$ cat src/rtl/digipot_pkg.sv
// Shared types and constants for the digital-potentiometer command sequencer.
// Holds the FSM encoding, the pot-select codes, the default timing and the shadow read helper.
package digipot_pkg;

  typedef enum logic [1:0] {
    ST_IDLE  = 2'd0,
    ST_SETUP = 2'd1,
    ST_XFER  = 2'd2,
    ST_GAP   = 2'd3
  } state_t;

  localparam logic [1:0] POT_CS1     = 2'd0;
  localparam logic [1:0] POT_CS2     = 2'd1;
  localparam logic [1:0] POT_CS3     = 2'd2;
  localparam logic [1:0] POT_ILLEGAL = 2'd3;

  localparam int         SETUP_CYC_DEF = 2;
  localparam int         XFER_CYC_DEF  = 40;
  localparam int         GAP_CYC_DEF   = 4;
  localparam logic [7:0] RST_VAL_DEF   = 8'h80;

  function automatic int max3(input int a, input int b, input int c);
    int m;
    m = (a > b) ? a : b;
    return (m > c) ? m : c;
  endfunction

  // The illegal select reads as zero, so callers never index past the third pot.
  function automatic logic [7:0] shadow_pick(input logic [2:0][7:0] sh, input logic [1:0] sel);
    logic [7:0] v;
    case (sel)
      POT_CS1: v = sh[0];
      POT_CS2: v = sh[1];
      POT_CS3: v = sh[2];
      default: v = 8'h00;
    endcase
    return v;
  endfunction

endpackage

$ cat src/rtl/digipot_phase_timer.sv
// Loadable down-counter that times one sequencer phase.
// A load of N makes done pulse in the N-th cycle after the load edge; a load of 0 keeps it idle.
module digipot_phase_timer #(
  parameter int W = 7
) (
  input  logic         clk,
  input  logic         rst,
  input  logic         load,
  input  logic [W-1:0] load_val,
  output logic         done
);

  logic [W-1:0] cnt_q, cnt_d;

  always_comb begin
    cnt_d = cnt_q;
    if (load)               cnt_d = load_val;
    else if (cnt_q != '0)   cnt_d = cnt_q - W'(1);
  end

  // NOTE: sequential state uses non-blocking assignments so every flop samples pre-edge values.
  always_ff @(posedge clk or posedge rst) begin
    if (rst) cnt_q <= '0;
    else     cnt_q <= cnt_d;
  end

  assign done = (cnt_q == W'(1));

endmodule

$ cat src/rtl/digipot_cmd_seq.sv
// Command sequencer feeding the three-pot serial controller: shadow registers, timed start pulses, bulk refresh.
// Optional macro DIGIPOT_SKIP_SAME_EN: legal commands that match the current shadow value produce no write.
module digipot_cmd_seq
  import digipot_pkg::*;
#(
  parameter int         SETUP_CYC = SETUP_CYC_DEF,
  parameter int         XFER_CYC  = XFER_CYC_DEF,
  parameter int         GAP_CYC   = GAP_CYC_DEF,
  parameter logic [7:0] RST_VAL   = RST_VAL_DEF
) (
  input  logic       clk,
  input  logic       rst,
  input  logic       cmd_valid,
  output logic       cmd_ready,
  input  logic [1:0] cmd_sel,
  input  logic [7:0] cmd_data,
  input  logic       refresh,
  output logic [1:0] mux,
  output logic       ctrl,
  output logic [7:0] dato,
  output logic       busy,
  output logic       err,
  input  logic       err_clr,
  output logic [7:0] shadow0,
  output logic [7:0] shadow1,
  output logic [7:0] shadow2
);

  localparam int CNT_W = $clog2(max3(SETUP_CYC, XFER_CYC, GAP_CYC)) + 1;

  state_t          state_q, state_d;
  logic [1:0]      mux_q, mux_d;
  logic [7:0]      dato_q, dato_d;
  logic            ctrl_q, ctrl_d;
  logic            busy_q, busy_d;
  logic            err_q, err_d;
  logic            cmd_ready_q, cmd_ready_d;
  logic            refresh_pend_q, refresh_pend_d;
  logic            refresh_act_q, refresh_act_d;
  logic [1:0]      idx_q, idx_d;
  logic [2:0][7:0] shadow_q, shadow_d;

  logic             accept;
  logic             skip_same;
  logic [7:0]       cur_shadow;
  logic             tmr_load;
  logic [CNT_W-1:0] tmr_val;
  logic             tmr_done;

  digipot_phase_timer #(.W(CNT_W)) u_timer (
    .clk      (clk),
    .rst      (rst),
    .load     (tmr_load),
    .load_val (tmr_val),
    .done     (tmr_done)
  );

  assign accept     = cmd_valid && cmd_ready_q;
  assign cur_shadow = shadow_pick(shadow_q, cmd_sel);

`ifdef DIGIPOT_SKIP_SAME_EN
  assign skip_same = (cmd_data == cur_shadow);
`else
  assign skip_same = 1'b0;
`endif

  // NOTE: every always_comb output gets a default first, so no path can infer a latch.
  always_comb begin
    state_d        = state_q;
    mux_d          = mux_q;
    dato_d         = dato_q;
    err_d          = err_q;
    refresh_pend_d = refresh_pend_q;
    refresh_act_d  = refresh_act_q;
    idx_d          = idx_q;
    shadow_d       = shadow_q;
    tmr_load       = 1'b0;
    tmr_val        = '0;

    case (state_q)
      ST_IDLE: begin
        if (accept) begin
          if (cmd_sel == POT_ILLEGAL) begin
            err_d = 1'b1;
          end else begin
            for (int i = 0; i < 3; i++) begin
              if (cmd_sel == 2'(i)) shadow_d[i] = cmd_data;
            end
            if (!skip_same) begin
              state_d       = ST_SETUP;
              mux_d         = cmd_sel;
              dato_d        = cmd_data;
              refresh_act_d = 1'b0;
              tmr_load      = 1'b1;
              tmr_val       = CNT_W'(SETUP_CYC);
            end
          end
        end else if (refresh_pend_q) begin
          refresh_pend_d = 1'b0;
          refresh_act_d  = 1'b1;
          idx_d          = 2'd0;
          state_d        = ST_SETUP;
          mux_d          = POT_CS1;
          dato_d         = shadow_q[0];
          tmr_load       = 1'b1;
          tmr_val        = CNT_W'(SETUP_CYC);
        end
      end
      ST_SETUP: begin
        if (tmr_done) begin
          state_d  = ST_XFER;
          tmr_load = 1'b1;
          tmr_val  = CNT_W'(XFER_CYC);
        end
      end
      ST_XFER: begin
        if (tmr_done) begin
          state_d  = ST_GAP;
          tmr_load = 1'b1;
          tmr_val  = CNT_W'(GAP_CYC);
        end
      end
      ST_GAP: begin
        if (tmr_done) begin
          tmr_load = 1'b1;
          if (refresh_act_q && idx_q < 2'd2) begin
            idx_d    = idx_q + 2'd1;
            state_d  = ST_SETUP;
            mux_d    = idx_q + 2'd1;
            dato_d   = shadow_pick(shadow_q, idx_q + 2'd1);
            tmr_val  = CNT_W'(SETUP_CYC);
          end else begin
            state_d       = ST_IDLE;
            refresh_act_d = 1'b0;
          end
        end
      end
      default: state_d = ST_IDLE;
    endcase

    // A pulse during a running refresh folds into one pending rerun.
    if (refresh) refresh_pend_d = 1'b1;
    if (err_clr) err_d = 1'b0;

    cmd_ready_d = (state_d == ST_IDLE) && !refresh_pend_d;
    busy_d      = (state_d != ST_IDLE);
    // ctrl trails the state by one cycle, giving the SETUP_CYC+1 start latency.
    ctrl_d      = (state_q != ST_XFER);
  end

  // NOTE: the three shadow bytes are reset explicitly; they are plain flops, not a RAM.
  always_ff @(posedge clk or posedge rst) begin
    if (rst) begin
      state_q        <= ST_IDLE;
      mux_q          <= 2'd0;
      dato_q         <= 8'h00;
      ctrl_q         <= 1'b1;
      busy_q         <= 1'b0;
      err_q          <= 1'b0;
      cmd_ready_q    <= 1'b0;
      refresh_pend_q <= 1'b0;
      refresh_act_q  <= 1'b0;
      idx_q          <= 2'd0;
      shadow_q       <= {3{RST_VAL}};
    end else begin
      state_q        <= state_d;
      mux_q          <= mux_d;
      dato_q         <= dato_d;
      ctrl_q         <= ctrl_d;
      busy_q         <= busy_d;
      err_q          <= err_d;
      cmd_ready_q    <= cmd_ready_d;
      refresh_pend_q <= refresh_pend_d;
      refresh_act_q  <= refresh_act_d;
      idx_q          <= idx_d;
      shadow_q       <= shadow_d;
    end
  end

  assign cmd_ready = cmd_ready_q;
  assign mux       = mux_q;
  assign ctrl      = ctrl_q;
  assign dato      = dato_q;
  assign busy      = busy_q;
  assign err       = err_q;
  assign shadow0   = shadow_q[0];
  assign shadow1   = shadow_q[1];
  assign shadow2   = shadow_q[2];

endmodule

$ cat config.mk
export PLATFORM = sky130hd
export DESIGN_NAME = digipot_cmd_seq
export DESIGN_NICKNAME = d
export VERILOG_FILES = /design/src/rtl/digipot_pkg.sv /design/src/rtl/digipot_phase_timer.sv /design/src/rtl/digipot_cmd_seq.sv
export SDC_FILE = /design/constraint.sdc
export NUM_CORES = 1
export LEC_CHECK = 0
export BUFFER_PORTS_ARGS = -buffer_cell sky130_fd_sc_hd__buf_4
export CORE_MARGIN = 3
export CORE_UTILIZATION = 49
export DETAILED_ROUTE_END_ITERATION = 10
export GPL_TIMING_DRIVEN = 0
export PLACE_DENSITY_LB_ADDON = 0.08
export SYNTH_ARGS = -nofsm -noshare
export SYNTH_HDL_FRONTEND = slang
export SYNTH_SLANG_ARGS = --single-unit
export TNS_END_PERCENT = 20
$ cat constraint.sdc
create_clock -name clk -period 1.7 [get_ports clk]
set_input_delay 0.17 -clock clk [delete_from_list [all_inputs] [get_ports clk]]
set_output_delay 0.17 -clock clk [all_outputs]
set_load 0.005 [all_outputs]
# After elaboration in Yosys (flattened, before gate mapping)
# Index checks and enable logic that the tools add are counted.
dict set report word_totals {
  wordCells 109
  reg_bits 51
}
dict set report classes {
  addsub 2
  bitwise_logic 1
  magnitude_cmp 1
  muxes 51
  reduce_logical 23
  n_eq_ne 17
}
# op n
set ops {}
lappend ops {{$mux W8} 5}
lappend ops {{$mux W2} 16}
lappend ops {{$pmux W7 S4} 1}
lappend ops {{$pmux W8 S3} 1}
lappend ops {{$mux W7} 3}
lappend ops {{$mux W1} 17}
lappend ops {{$pmux W8 S2} 1}
lappend ops {{$reduce_and A5 Y1} 3}
lappend ops {{$ne A2 B2 Y1 const B} 6}
lappend ops {{$reduce_and A4 Y1} 3}
lappend ops {{$reduce_bool A2 Y1} 6}
lappend ops {{$eq A2 B2 Y1 const B} 5}
lappend ops {{$logic_not A2 Y1} 4}
lappend ops {{$pmux W2 S2} 2}
lappend ops {{$pmux W2 S4} 1}
lappend ops {{$eq A7 B1 Y1 const B} 1}
lappend ops {{$reduce_bool A7 Y1} 1}
lappend ops {{$sub A7 B1 Y7 const B} 1}
lappend ops {{$eq A2 B1 Y1 const B} 3}
lappend ops {{$mux W6} 1}
lappend ops {{$ne A3 B3 Y1 const B} 2}
lappend ops {{$pmux W1 S2} 2}
lappend ops {{$logic_and A1 B1 Y1} 3}
lappend ops {{$mux W3} 1}
lappend ops {{other kinds (6)} 6}

# Logic depth before layout (Yosys ltp)
dict set report logic_depth {
  ltp_word 7
  ltp_mapped 7
}

# Cells and area by module
# A second synthesis with hierarchy kept.
dict set report hier_totals {
  cells_unflattened 223
  hier_area_um2 2667.6
}
# module seq_area_each_um2 cells_each area_each_um2 n_inst
set by_module_without_submodules {}
lappend by_module_without_submodules {digipot_cmd_seq 1106.1 172 2178.3 1}
lappend by_module_without_submodules {digipot_phase_timer 175.2 51 489.2 1}

# Worst setup path before layout
# OpenSTA, ideal clock, no wires.
dict set report synth_timing {
  path_kind {register to register}
  from {register idx_q[0]}
  to {register dato_q[7] (netlist: dato[7])}
  path_slack_ps -19
  t_arrival_ps 1594
  setup_ps 125
  path_buffers 1
  stages_incl_launch_ff 8
  period_less_slack_ps 1719
  path_cell_list {dfrtp_1 -> inv_1 -> ha_1 -> buf_1 -> a22oi_1 -> nor2_1 -> a221o_2 -> mux2_4}
}
dict set report synth_via {
  elab_chain_cells 6
  elab_cells_between_ends 12
  classes_between {add/sub: 1; order compare: 1; eq/ne: 3; mux: 4; reduce/logical: 3}
}
# item line_no
set synth_lines {}
lappend synth_lines {{start, declared} digipot_cmd_seq.sv:40} ;# logic [1:0] idx_q, idx_d;
lappend synth_lines {{start signal, assigned} digipot_cmd_seq.sv:175} ;# idx_q <= idx_d;
lappend synth_lines {{$add A2 B1 Y2} digipot_cmd_seq.sv:130} ;# dato_d = shadow_pick(shadow_q, idx_q + 2'd1);
lappend synth_lines {{$eq A2 B2 Y1, or another cell as far along} digipot_pkg.sv:31} ;# case (sel)
lappend synth_lines {{$pmux W8 S3} digipot_pkg.sv:31}
lappend synth_lines {{$mux W8} digipot_cmd_seq.sv:126} ;# if (refresh_act_q && idx_q < 2'd2) begin
lappend synth_lines {{$mux W8} digipot_cmd_seq.sv:124} ;# if (tmr_done) begin
lappend synth_lines {{$pmux W8 S2} digipot_cmd_seq.sv:80} ;# case (state_q)
lappend synth_lines {{end signal, assigned} digipot_cmd_seq.sv:168} ;# dato_q <= dato_d;
lappend synth_lines {{end, declared} digipot_cmd_seq.sv:33} ;# logic [7:0] dato_q, dato_d;
# Parallel ways exist; a longest one is shown, timed or not. The select of a mux whose other input is x is not followed.
# A chain may end at the register's enable or synchronous reset.

# Final worst setup path
dict set report layout_timing {
  from {register u_timer.cnt_q[2]}
  to {register mux_q[1] (netlist: mux[1])}
}
dict set report layout_via {
  elab_chain_cells 3
}
# item line_no
set layout_lines {}
lappend layout_lines {{start, declared} digipot_phase_timer.sv:13} ;# logic [W-1:0] cnt_q, cnt_d;
lappend layout_lines {{start signal, assigned} digipot_phase_timer.sv:24} ;# else cnt_q <= cnt_d;
lappend layout_lines {{$eq A7 B1 Y1} digipot_phase_timer.sv:27} ;# assign done = (cnt_q == W'(1));
lappend layout_lines {{$ne A2 B2 Y1 (no line)} n/a}
lappend layout_lines {{$reduce_and A5 Y1 (no line)} n/a}
lappend layout_lines {{end signal, assigned} digipot_cmd_seq.sv:167} ;# mux_q <= mux_d;
lappend layout_lines {{end, declared} digipot_cmd_seq.sv:32} ;# logic [1:0] mux_q, mux_d;
# Every way passes these cells.

==> metrics.md <==
| Metric | Value |
|---|---|
| Initial antenna violation count | 0 |
| Pin count of the biggest net entering global routing | 42 |
| Comb power frac | 3.4% |
| Die H | 79.32 microns |
| Final #Nets | 311 |
| Tmin final | 1799 ps |
| Peak VDD IR | 0.0004635 V |
| Internal | 1.682 mW |
| Maxcap violations | 0 |
| # H-tree levels | 2 |
| PortBufs | 50 |
| Post-synth top area cell | dfrtp_1 |
| DRC viols | 0 |
| Vias in the first global route | 1916 |
| Cell area after synthesis | 0.002634 sq mm |
| Crit path required time | 1890 ps |
| I/O pins | 53 |
| Wire per inst | 16.81 microns |
| Leakage | 1.602 nW |
| Clock Latency Late Sink | 300 ps |
| Max Used Layer | met4 |
| Max Fanout on Critical Path | 10 |
| Hold Fails Final Rpt | 0 |
| CTS clk-pin slew, worst paths | 90 ps |
| Clk pwr share | 39.2% |
| Power density cells | 622.2 mW/mm^2 |
| Cell Area, Placed | 0.003118 sq mm |
| Reg2reg path depth | 5 |
| Floorplan core area | 0.005140 sq mm |
| Syn_area_per_cell | 11.97 sq um |
| Sw frac | 20.35% |
| Post-synth EDFFs | 0 |
| Hold Crit Depth | 2 |
| Clock sink count | 51 |
| Period utilization | 105.8% |
| Maximum clock path buffer count | 2 |
| Crit Path Category | flip-flop to flip-flop |
| Worst hold path type | primary input to flip-flop |
| Synth Warn # | 0 |
| Cell Rows | 26 |
| N_diodes | 0 |
| Worst Setup End Kind | flip-flop |
| HPWL Detailed | 4121 microns |
| Vias per cell | 5.525 |
| Critical path cell sequence | nor3_4 > nand4_4 > o31a_1 > buf_6 > mux2_4 |
| Distinct cells, synth | 56 |
| GRT Util Overall | 19.82% |
| Die area | 0.006291 sq mm |
| Post-route ant nets | 0 |
| CTS Buf Count | 5 |
| Routed wl met3 | 266 microns |
| Worst path arrival time | 1990 ps |
| Non-filler instance count after layout | 360 |
| Crit Reg-Reg Endpoint | mux[1] |
| Worst Hold End | err |
| Final Hold Slack | 11.65 ps |
| CP max stage delay | 460 ps |
| Crit path max-delay cell type | dfrtp_2 |
| RSZ-0062 raised after global routing | yes |
| Failing checks | setup timing |
| Hold Startpoint | err_clr |
| TritonCTS clock tree | yes |
| Setup total negative slack | -859.9 ps |
| Flops & latches, synth | 51 |
| M1 wire length | 2862 microns |
| Max frequency | 555.8 MHz |
| Status | complete, but fails checks |
| Final Skew | 13.51 ps |
| Final instance area | 0.003393 sq mm |
| Syn Inst Count | 220 |
| Vias | 1989 |
| Post-synthesis sequential area ratio | 48.65% |
| Synth area leaders | dfrtp_1, mux2_2, mux2_4 |
| DR WL met2 | 2883 microns |
| Slew headroom | 67.11% |
| Gp weighted congestion | 0.8125 |
| Most common flop cell mapped by yosys | dfrtp_1 |
| Share of layout cells above drive strength 1 | 52.41% |
| Root Buffer | clkbuf_8 |
| Slew Viols, Final | 0 |
| Final setup vio count | 10 |
| Yosys top cell area share | 44.66% |
| Sequential share of power | 57.4% |
| Initial core utilization | 51.24% |
| Die Width | 79.32 microns |
| Initial DRC count | 101 |
| Synth async-reset ratio | 100.0% |
| Global-route wire length before repair | 9756 microns |
| Routed wire length | 6053 microns |
| Remaining Overflow, GRT | 0 |
| Layout Utilization | 66.02% |
| Final setup margin | -99.12 ps |
| Least-Margin Pin Slew | 493.3 ps |
| CP startpoint kind | flip-flop |
| Reg-to-reg setup timing slack | -100 ps |
| Area delta synth->final | 28.84% |
| NetSw | 0.4298 mW |
| Post-Place Cells | 341 |
| Synthesized Nets | 242 |
| 1st-pass router iterations | 4 |
| RR Startpoint | u_timer.cnt_q[2] |
power by group through the flow:
stage,Clock [mW],Combinational (mW),Sequential [mW]
final,0.827,0.0719,1.21
after global routing,0.902,0.0814,1.21
after CTS,0.852,0.0740,1.21
after detailed placement,0,0.0724,1.24
after global placement,0,0.0656,1.24
after floorplan,0,0.0277,1.24
metal layers:
layer,track usage (%),vias to the layer above
met3,3.628,5
met5,0,-
met2,30.22,47
met4,4.983,0
met1,29.16,988
li1,-,949
cell usage after synthesis (all sizes together), types with 2 or more instances:
cell type,instances
nor4,2
ha,7
buf,7
a211oi,3
a21o,2
dfrtp,47
a221o,8
nor2,18
nand4,3
dfstp,4
nand4b,3
a22o,2
nand2,9
nand3,3
a21oi,6
xnor2,4
inv,9
o21ai,8
mux2,34
and2,5
a31oi,2
a22oi,8
clkbuf,3
nor3,6
cells by family (layout without fill, tap and decap cells):
logic type | count (synthesis) | in the layout | share of synthesized area, %
AND/OR/NAND/NOR | 55 | 55 | 12.26
buffers and inverters | 19 | 89 | 3.896
AO/OA/AOI/OAI | 48 | 48 | 14.01
adder cells (fa/ha/maj) | 7 | 7 | 3.325
XOR/XNOR | 5 | 5 | 1.663
multiplexers | 35 | 35 | 16.20
flip-flops | 51 | 51 | 48.65
placed cells by master, fill, tap and decap left out, types with 2 or more instances in the layout:
master	netlist	layout
buf_4	1	62
dfrtp_1	47	43
mux2_2	25	25
nor2_1	18	16
mux2_4	9	9
nand2_1	9	8
a22oi_1	8	7
a221o_2	7	7
clkbuf_8	1	6
o21ai_0	7	6
a21oi_1	6	6
ha_1	7	6
inv_2	1	5
xnor2_1	4	4
nor3_1	5	4
dfstp_2	4	4
dfrtp_2	0	4
and2_1	3	3
buf_2	2	3
nand4b_1	3	3
inv_1	8	3
nand3_1	3	3
a211oi_1	3	3
nor2_2	0	2
o21ai_2	0	2
buf_6	2	2
nand4_1	2	2
clkbuf_1	2	2
a31oi_1	2	2
buf_12	0	2
through the flow:
stage,worst slack [ps],total power [mW]
final,-99.12,2.111
after detailed placement,-240.5,1.309
after global routing,-172.7,2.196
after floorplan,8.174,1.264
after CTS,-103.1,2.139
after global placement,-382.4,1.302
critical path, delay by kind of cell (launching register included):
kind / cells / cell delay [ps]
and+or+nand+nor: 2 / 460
muxes: 1 / 300
AOI/OAI and AO/OA: 1 / 300
buffers and inverters: 1 / 180
DFF: 1 / 460
sequential cells by signal, summed over array words and instances, names as in the netlist:
| name | count |
|---|---|
| dato | 8 |
| shadow0 | 8 |
| shadow1 | 8 |
| shadow2 | 8 |
| u_timer.cnt_q | 7 |
| idx_q | 2 |
| mux | 2 |
| state_q | 2 |
| busy | 1 |
| cmd_ready | 1 |
| ctrl | 1 |
| err | 1 |
| refresh_act_q | 1 |
| refresh_pend_q | 1 |
layout make-up:
| cell class | count | area [sq um] |
|---|---|---|
| flip-flops and latches | 51 | 1286 |
| repair buffers | 63 | 500.5 |
| plain buffers | 9 | 70.07 |
| well taps | 70 | 87.58 |
| clock buffers | 6 | 72.57 |
| inverters | 9 | 36.28 |
| multi-input cells | 150 | 1303 |
| fillers | 434 | 1747 |
| clock inverters | 2 | 37.54 |
worst max-delay path by stage:
| stage | cells after the start | startpoint | endpoint | slack [ps] |
|---|---|---|---|---|
| 2_1_floorplan | 7 | idx_q[0] | dato[7] | 8 |
| 3_3_place_gp | 2 | rst | mux[1] | -380 |
| 3_5_place_dp | 3 | state_q[1] | shadow2[3] | -240 |
| 4_1_cts | 5 | u_timer.cnt_q[4] | mux[1] | -100 |
| 5_1_grt | 5 | u_timer.cnt_q[2] | dato[7] | -170 |
| 6_report | 5 | u_timer.cnt_q[2] | mux[1] | -100 |
repair_timing:
item,in CTS,in global routing
resized for setup,13,12
setup endpoints to repair,40,32
hold buffers,1,0
endpoints found under the hold margin,10,0
pin swaps,12,4
setup buffers,3,8
Note: power is estimated with default switching activity, not from simulation.
